File: config.mk
export PLATFORM = sky130hd
export DESIGN_NAME = audio_in_capture
export DESIGN_NICKNAME = d
export VERILOG_FILES = /design/src/rtl/audio_in_capture.sv
export SDC_FILE = /design/constraint.sdc
export NUM_CORES = 1
export LEC_CHECK = 0
export CAP_MARGIN = 25
export CORE_MARGIN = 1.5
export CORE_UTILIZATION = 25
export DETAILED_ROUTE_END_ITERATION = 10
export PLACE_DENSITY_LB_ADDON = 0.15
export SLEW_MARGIN = 20
export SYNTH_ARGS = -nofsm -noshare
export SYNTH_HDL_FRONTEND = slang
export SYNTH_SLANG_ARGS = --single-unit
File: constraint.sdc
create_clock -name CLOCK_50 -period 4.24 [get_ports CLOCK_50]
set_input_delay 0.636 -clock CLOCK_50 [delete_from_list [all_inputs] [get_ports CLOCK_50]]
set_output_delay 0.636 -clock CLOCK_50 [all_outputs]
set_load 0.03 [all_outputs]
File: src/rtl/audio_in_capture.sv
// Capture side of the Audio_Controller: pops L/R pairs, down-mixes to mono, buffers
// them in a local FIFO for a valid/ready consumer, and tracks peak level and overflow.
module audio_in_capture #(
  parameter int DATA_W       = 32,
  parameter int DEPTH        = 8,
  parameter int HOLD_SAMPLES = 16,
  parameter int DECAY_SHIFT  = 4
) (
  input  logic              CLOCK_50,
  input  logic              resetn,
  input  logic              enable,
  input  logic              audio_in_available,
  input  logic [DATA_W-1:0] left_channel_audio_in,
  input  logic [DATA_W-1:0] right_channel_audio_in,
  output logic              read_audio_in,
  output logic [DATA_W-1:0] mono_out,
  output logic              sample_valid,
  input  logic              sample_ready,
  output logic [DATA_W-2:0] peak,
  output logic              overflow,
  input  logic              clear_status
);

  localparam int AW = $clog2(DEPTH);
  localparam int CW = AW + 1;
  localparam int HW = $clog2(HOLD_SAMPLES + 1);

  typedef enum logic [1:0] {IDLE, POP, WAIT} state_t;

  state_t                    state;
  logic [DATA_W-1:0]         mem [DEPTH];
  logic [AW-1:0]             rd_ptr, wr_ptr;
  logic [CW-1:0]             count;
  logic [HW-1:0]             hold;
  logic signed [DATA_W:0]    sum;
  logic [DATA_W-1:0]         mono;
  logic [DATA_W-2:0]         mag;
  logic                      push, pop, drop;

  always_comb begin
    sum  = {left_channel_audio_in[DATA_W-1], left_channel_audio_in}
         + {right_channel_audio_in[DATA_W-1], right_channel_audio_in};
    mono = DATA_W'(sum >>> 1);
    mag  = mono[DATA_W-2:0];
    if (mono[DATA_W-1]) begin
      // The most negative value has no positive twin; saturate it.
      if (mono[DATA_W-2:0] == '0) mag = '1;
      else                        mag = ~mono[DATA_W-2:0] + 1'b1;
    end
  end

  assign sample_valid = (count != '0);
  assign mono_out     = sample_valid ? mem[rd_ptr] : '0;
  assign pop          = sample_valid && sample_ready;
  assign push         = (state == POP) && ((count < CW'(DEPTH)) || pop);
  assign drop         = (state == POP) && !push;

  always_ff @(posedge CLOCK_50 or negedge resetn) begin
    if (!resetn) begin
      state         <= IDLE;
      read_audio_in <= 1'b0;
    end else begin
      case (state)
        IDLE: begin
          if (enable && audio_in_available) begin
            state         <= POP;
            read_audio_in <= 1'b1;
          end
        end
        POP: begin
          state         <= WAIT;
          read_audio_in <= 1'b0;
        end
        default: begin
          state         <= IDLE;
          read_audio_in <= 1'b0;
        end
      endcase
    end
  end

  always_ff @(posedge CLOCK_50) begin
    if (push) mem[wr_ptr] <= mono;
  end

  always_ff @(posedge CLOCK_50 or negedge resetn) begin
    if (!resetn) begin
      rd_ptr <= '0;
      wr_ptr <= '0;
      count  <= '0;
    end else begin
      if (push) wr_ptr <= wr_ptr + 1'b1;
      if (pop)  rd_ptr <= rd_ptr + 1'b1;
      case ({push, pop})
        2'b10:   count <= count + 1'b1;
        2'b01:   count <= count - 1'b1;
        default: count <= count;
      endcase
    end
  end

  always_ff @(posedge CLOCK_50 or negedge resetn) begin
    if (!resetn) begin
      peak     <= '0;
      hold     <= '0;
      overflow <= 1'b0;
    end else if (clear_status) begin
      peak     <= '0;
      hold     <= '0;
      overflow <= 1'b0;
    end else begin
      if (drop) overflow <= 1'b1;
      if (push) begin
        if (mag > peak) begin
          peak <= mag;
          hold <= HW'(HOLD_SAMPLES);
        end else if (hold != '0) begin
          hold <= hold - 1'b1;
        end else begin
          peak <= peak - (peak >> DECAY_SHIFT);
        end
      end
    end
  end

endmodule

Word level (Yosys, flattened, before mapping) --
Memory sizes are Yosys's and may differ from the RTL's. Index checks and enable logic that the tools add are counted.
Operators by class: eq/ne operators 5, $lt $le $gt $ge 2, bitwise operators 1, reductions and logical operators 16, mux-type cells 20, $add $sub $neg 8
Operator list (count):
- $mux 31 | 6
- $add 32x32->33 | 1
- $mux 32 | 1
- $add 31x1->31 const B | 1
- $gt 31x31->1 | 1
- $logic_not 31->1 | 1
- $not 31->31 | 1
- $sub 31x27->31 | 1
- $mux 5 | 4
- $pmux 4 s2 | 1
- $add 3x1->3 const B | 2
- $mux 1 | 6
- $reduce_bool 2->1 | 3
- $reduce_bool 5->1 | 1
- $sub 5x1->5 const B | 1
- $add 4x1->4 const B | 1
- $eq 2x1->1 const B | 2
- $logic_and 1x1->1 | 4
- $lt 4x4->1 const B | 1
- $pmux 2 s2 | 1
- $reduce_and 2->1 | 2
- $reduce_bool 4->1 | 1
- $sub 4x1->4 const B | 1
- $ne 3x3->1 const B | 1
- other kinds (7) | 7
Word-level totals: input port bits 70, memory bits (writable) 256, output and inout port bits 66, memories kept 1, register bits after elaboration 50
Memory list:
- mem | words 8, bits a word 32, read ports 1, clocked after Yosys merged registers in 0, write ports 1, line 31 | logic [DATA_W-1:0] mem [DEPTH];

Logic depth before layout (Yosys ltp) --
depth in word-level cells 9, mapped depth 29, depth with buffers taken out 26

Worst setup path after synthesis --
OpenSTA, ideal clock, no wires.
kind in2reg, start point input left_channel_audio_in[1], end point register peak[11], slack -2.267 ns, data required time 4.116 ns, setup time 0.124 ns, stages on the path 25, data arrival time 6.383 ns, cells stage by stage inv_1 -> fa_1 -> nor2b_1 -> o31a_1 -> clkbuf_1 -> nand3b_1 -> o2111ai_1 -> nor4b_4 -> nand4_2 -> nor4_4 -> nand4_2 -> buf_6 -> a21oi_1 -> o22a_1 -> ha_1 -> and4_1 -> a221o_1 -> o311ai_0 -> a31oi_1 -> o21a_1 -> clkbuf_1 -> o21ai_0 -> clkbuf_1 -> nor3_1 -> a211o_1
On the way: longest elaborated chain between the ends 9, elaborated cells between the ends (all ways) 12, those cells by class add/sub (2); order compare (1); eq/ne (1); mux (5); bitwise (1); reduce/logical (2)
Ends and longest elaborated chain:
- from (decl) | line 13 | input logic [DATA_W-1:0] left_channel_audio_in,
- $add 32x32->33 * | line 42 | + {right_channel_audio_in[DATA_W-1], right_channel_audio_in};
- net sum[6] | line 35 | logic signed [DATA_W:0] sum;
- $not 31->31 | line 48 | else mag = ~mono[DATA_W-2:0] + 1'b1;
- $add 31x1->31 | line 48
- $mux 31 | line 47 | if (mono[DATA_W-2:0] == '0) mag = '1;
- $mux 31 * | line 45 | if (mono[DATA_W-1]) begin
- $gt 31x31->1 | line 114 | if (mag > peak) begin
- $mux 31 | line 114
- $mux 31 | line 113 | if (push) begin
- $mux 31 | line 107 | end else if (clear_status) begin
- to (signal assigned) | line 115 | peak <= mag;
- to (signal assigned) | line 120 | peak <= peak - (peak >> DECAY_SHIFT);
- to (decl) | line 19 | output logic [DATA_W-2:0] peak,
Mark *: on every way through the listed nets, which the timed path passes. The rest lies on a longest branch. The select of a mux whose other input is x is not followed. A chain may end at the register's enable or synchronous reset.

Worst setup path after layout --
start point input left_channel_audio_in[3], end point register peak[25]
On the way: longest elaborated chain between the ends 9, elaborated cells between the ends (all ways) 12, those cells by class add/sub (2); order compare (1); eq/ne (1); mux (5); bitwise (1); reduce/logical (2)
Ends and longest elaborated chain (line):
- $add 32x32->33 * | 42
- $not 31->31 | 48
- $add 31x1->31 | 48
- $mux 31 | 47
- $mux 31 * | 45
- $gt 31x31->1 | 114
- $mux 31 | 114
- $mux 31 | 113
- $mux 31 | 107
Mark *: on every way between the ends. The rest lies on a longest branch, timed or not. The select of a mux whose other input is x is not followed.

==> metrics.yaml <==
cts_tree: "done"
slew_violations: 0
critPathRequiredTime_ps: 4660
clock_path_buffers: 3
antenna_found_initial: 0
area_growth_pct: 44.41
vias: 14270
dpl_cell_area_um2: 22850
ctsHoldBuffers: 0
synth_top_family_by_area: "compound AO/OA/AOI/OAI gates"
final_hold_viol_count: 0
ys.flop_type: "edfxtp_1"
die_h_um: 268.8
syn_avg_cell_area_um2: 11.81
grt_pass1_wl_um: 88930
yosysTopAreaCell: "edfxtp_1"
drive_above_1_share: 0.3701
ir_drop_uv: 408.3
synth_adder_area_share: 0.07209
drtIter0Drc: 796
via_per_inst: 4.807
numCtsBuffers: 35
synthDistinctLibCells: 82
worstSetupStartpoint: "left_channel_audio_in[3]"
port_buffers: 135
clock_latency_ps: 540
synth_top_area_frac: 0.4351
stdcell_count: 2969
final_util: 0.3643
grt_remaining_overflow: 0
reg2reg_from: "peak[0]"
worstSetupEndpointType: "flip-flop"
power_w: 0.01523
wl_per_cell_um: 19.84
first_pass_iters: 5
post-route-period-util: 1.316
synth_edf_count: 256
wl_um: 58900
worst_ep_arrival_time_ps: 6000
ioPinCount: 136
gr-usage-all-layers: 0.1629
power.density_nw_per_um2: 596.9
synth_area_um2: 17670
fin_area_um2: 25510
yosys.area_share.simple: 0.1195
htree_levels: 2
syn_inst: 1496
ys_async_sr_fraction: 0.1607
setup_viol_count_final: 36
clock_sinks: 305
seq_area_frac_synth: 0.5045
clkTransAtPathRegs_ps: 60
synth_common_cells: "edfxtp_1, nor2_1, a21oi_1"
status: "finished with violations"
dp.cells: 2856
grt_pass1_vias: 14790
tightestPinTransition_ps: 812.1
place_congestion: 0.9304
crit_type: "in2reg"
remaining_drc_errors: 0
tns_ps: -44610
rsz0062_at_grt: "yes"
grt_max_degree: 45
clockRootBuffer: "clkbuf_16"
fmax_mhz: 179.3
ant_nets: 0
crit_fanout: 5
yosysWarnings: 0
hold_path.class: "in2async"
muxShareOfSynthArea: 0.1038
die-area_um2: 72280
violations: "setup timing"
die_width_um: 268.8
synth_compound_area_frac: 0.1482
synth_area_leaders: "edfxtp_1, mux4_2, dfrtp_1, ha_1, a21oi_1"
design.core.area_um2: 70030
insertedDiodeCount: 0
synth_nets: 1666
start_kind: "primary input"
synth-xor-area-share: 0.02132
cap_violations: 0
rows: 97
synth_most_common_cell: "edfxtp_1"
start_util: 0.2523
max_slew_margin: 0.4515
final.setup.worst_slack_ps: -1339
layout.nets: 2177
p_leak_nw: 9.752
skew_ps: 28.85
ys_ff_latch: 305
period_needed_ps: 5579
dp_hpwl_um: 43250
## layer usage
metal | vias up | GRT usage | wire [µm] | part of all wire
met5 | - | 0 | 0 | 0
met4 | 0 | 0.05223 | 1732 | 0.029
met3 | 94 | 0.02055 | 1640 | 0.028
met2 | 243 | 0.2865 | 29370 | 0.50
met1 | 7113 | 0.2067 | 26160 | 0.44
li1 | 6821 | - | - | -
## critical path, cell delays in order
cell	delay (ps)
buf_6	100
ha_4	150
or3_4	390
o221a_4	250
o211a_4	240
or4_4	550
a2111oi_4	380
o2111ai_2	180
o21ba_4	290
nand4_4	160
buf_6	170
a21oi_2	120
o22a_1	160
ha_1	230
and4_1	160
a221o_1	340
o311ai_4	310
a31oi_4	140
o21ai_4	250
buf_6	150
buf_6	100
nor3_4	50
clkbuf_16	200
a221o_1	280
## layout by cell type (no fill, tap or decap), drive strengths merged, types with 11 or more instances in the layout
cell type / synthesis / final
nor3: 46 / 46
clkdlybuf4s50: 0 / 88
o211ai: 14 / 14
nand2b: 19 / 19
clkbuf: 51 / 67
nand4: 25 / 25
buf: 16 / 410
dfrtp: 49 / 49
inv: 74 / 74
nor2: 127 / 127
o21a: 19 / 19
nor2b: 11 / 11
mux2i: 37 / 37
and2: 12 / 12
nand3: 25 / 25
a21oi: 101 / 101
xor2: 16 / 16
edfxtp: 256 / 256
o21ai: 67 / 67
xnor2: 27 / 27
nand2: 98 / 98
ha: 97 / 97
clkinv: 0 / 12
or3: 12 / 12
nor4: 15 / 15
a31oi: 12 / 12
a21o: 21 / 21
mux4: 64 / 64
a211o: 11 / 11
a221o: 11 / 11
a211oi: 28 / 28
## layout make-up
cell class,count,area [µm²]
clock inverters,18,209.0
repair buffers,541,4489
well taps,940,1176
inverters,74,281.5
fillers,6913,44510
clock buffers,41,918.4
multi-input cells,1050,9520
flip-flops and latches,305,8920
## cells by family after synthesis
| logic type | count (synthesis) |
|---|---|
| xor+xnor | 43 |
| simple gates | 427 |
| mux | 103 |
| fa+ha+maj | 100 |
| compound gates | 377 |
| flops | 305 |
| buf+inv | 141 |
## final timing paths
path	end	cells after the start	slack (ps)
max in group asynchronous	rd_ptr[0]	2	3200
setup reg to reg	peak[28]	15	300
setup / recovery	peak[25]	24	-1340
min in group CLOCK_50	state[0]	1	430
hold reg to reg	state[0]	1	430
hold / removal	peak[8]	1	120
## state kept, by name, summed over array words and instances (netlist names)
register  flops
wr_ptr        3
rd_ptr        3
peak         31
overflow      1
state         2
mem         256
count         4
hold          5
## metrics by stage
stage	hold WS, ps	worst slack (ps)
finish	115.7	-1339
floorplan	340.4	-1593
CTS	101.6	-1396
detailed placement	427.2	-2633
global placement	419.2	-2476
global route	135.4	-1524
## report_power, final
part           internal (W)  total [W]  switching, W
clock network       0.00179    0.00298       0.00119
logic               0.00374    0.00835       0.00461
registers           0.00362    0.00390      0.000281
## what timing repair did
| action | CTS | global route |
|---|---|---|
| resized for setup | 208 | 156 |
| pin swaps | 86 | 80 |
| gates cloned | 1 | 2 |
| buffers inserted | 31 | 25 |
| endpoints found under the setup margin | 36 | 36 |
Power figures use the tool's default switching activity.
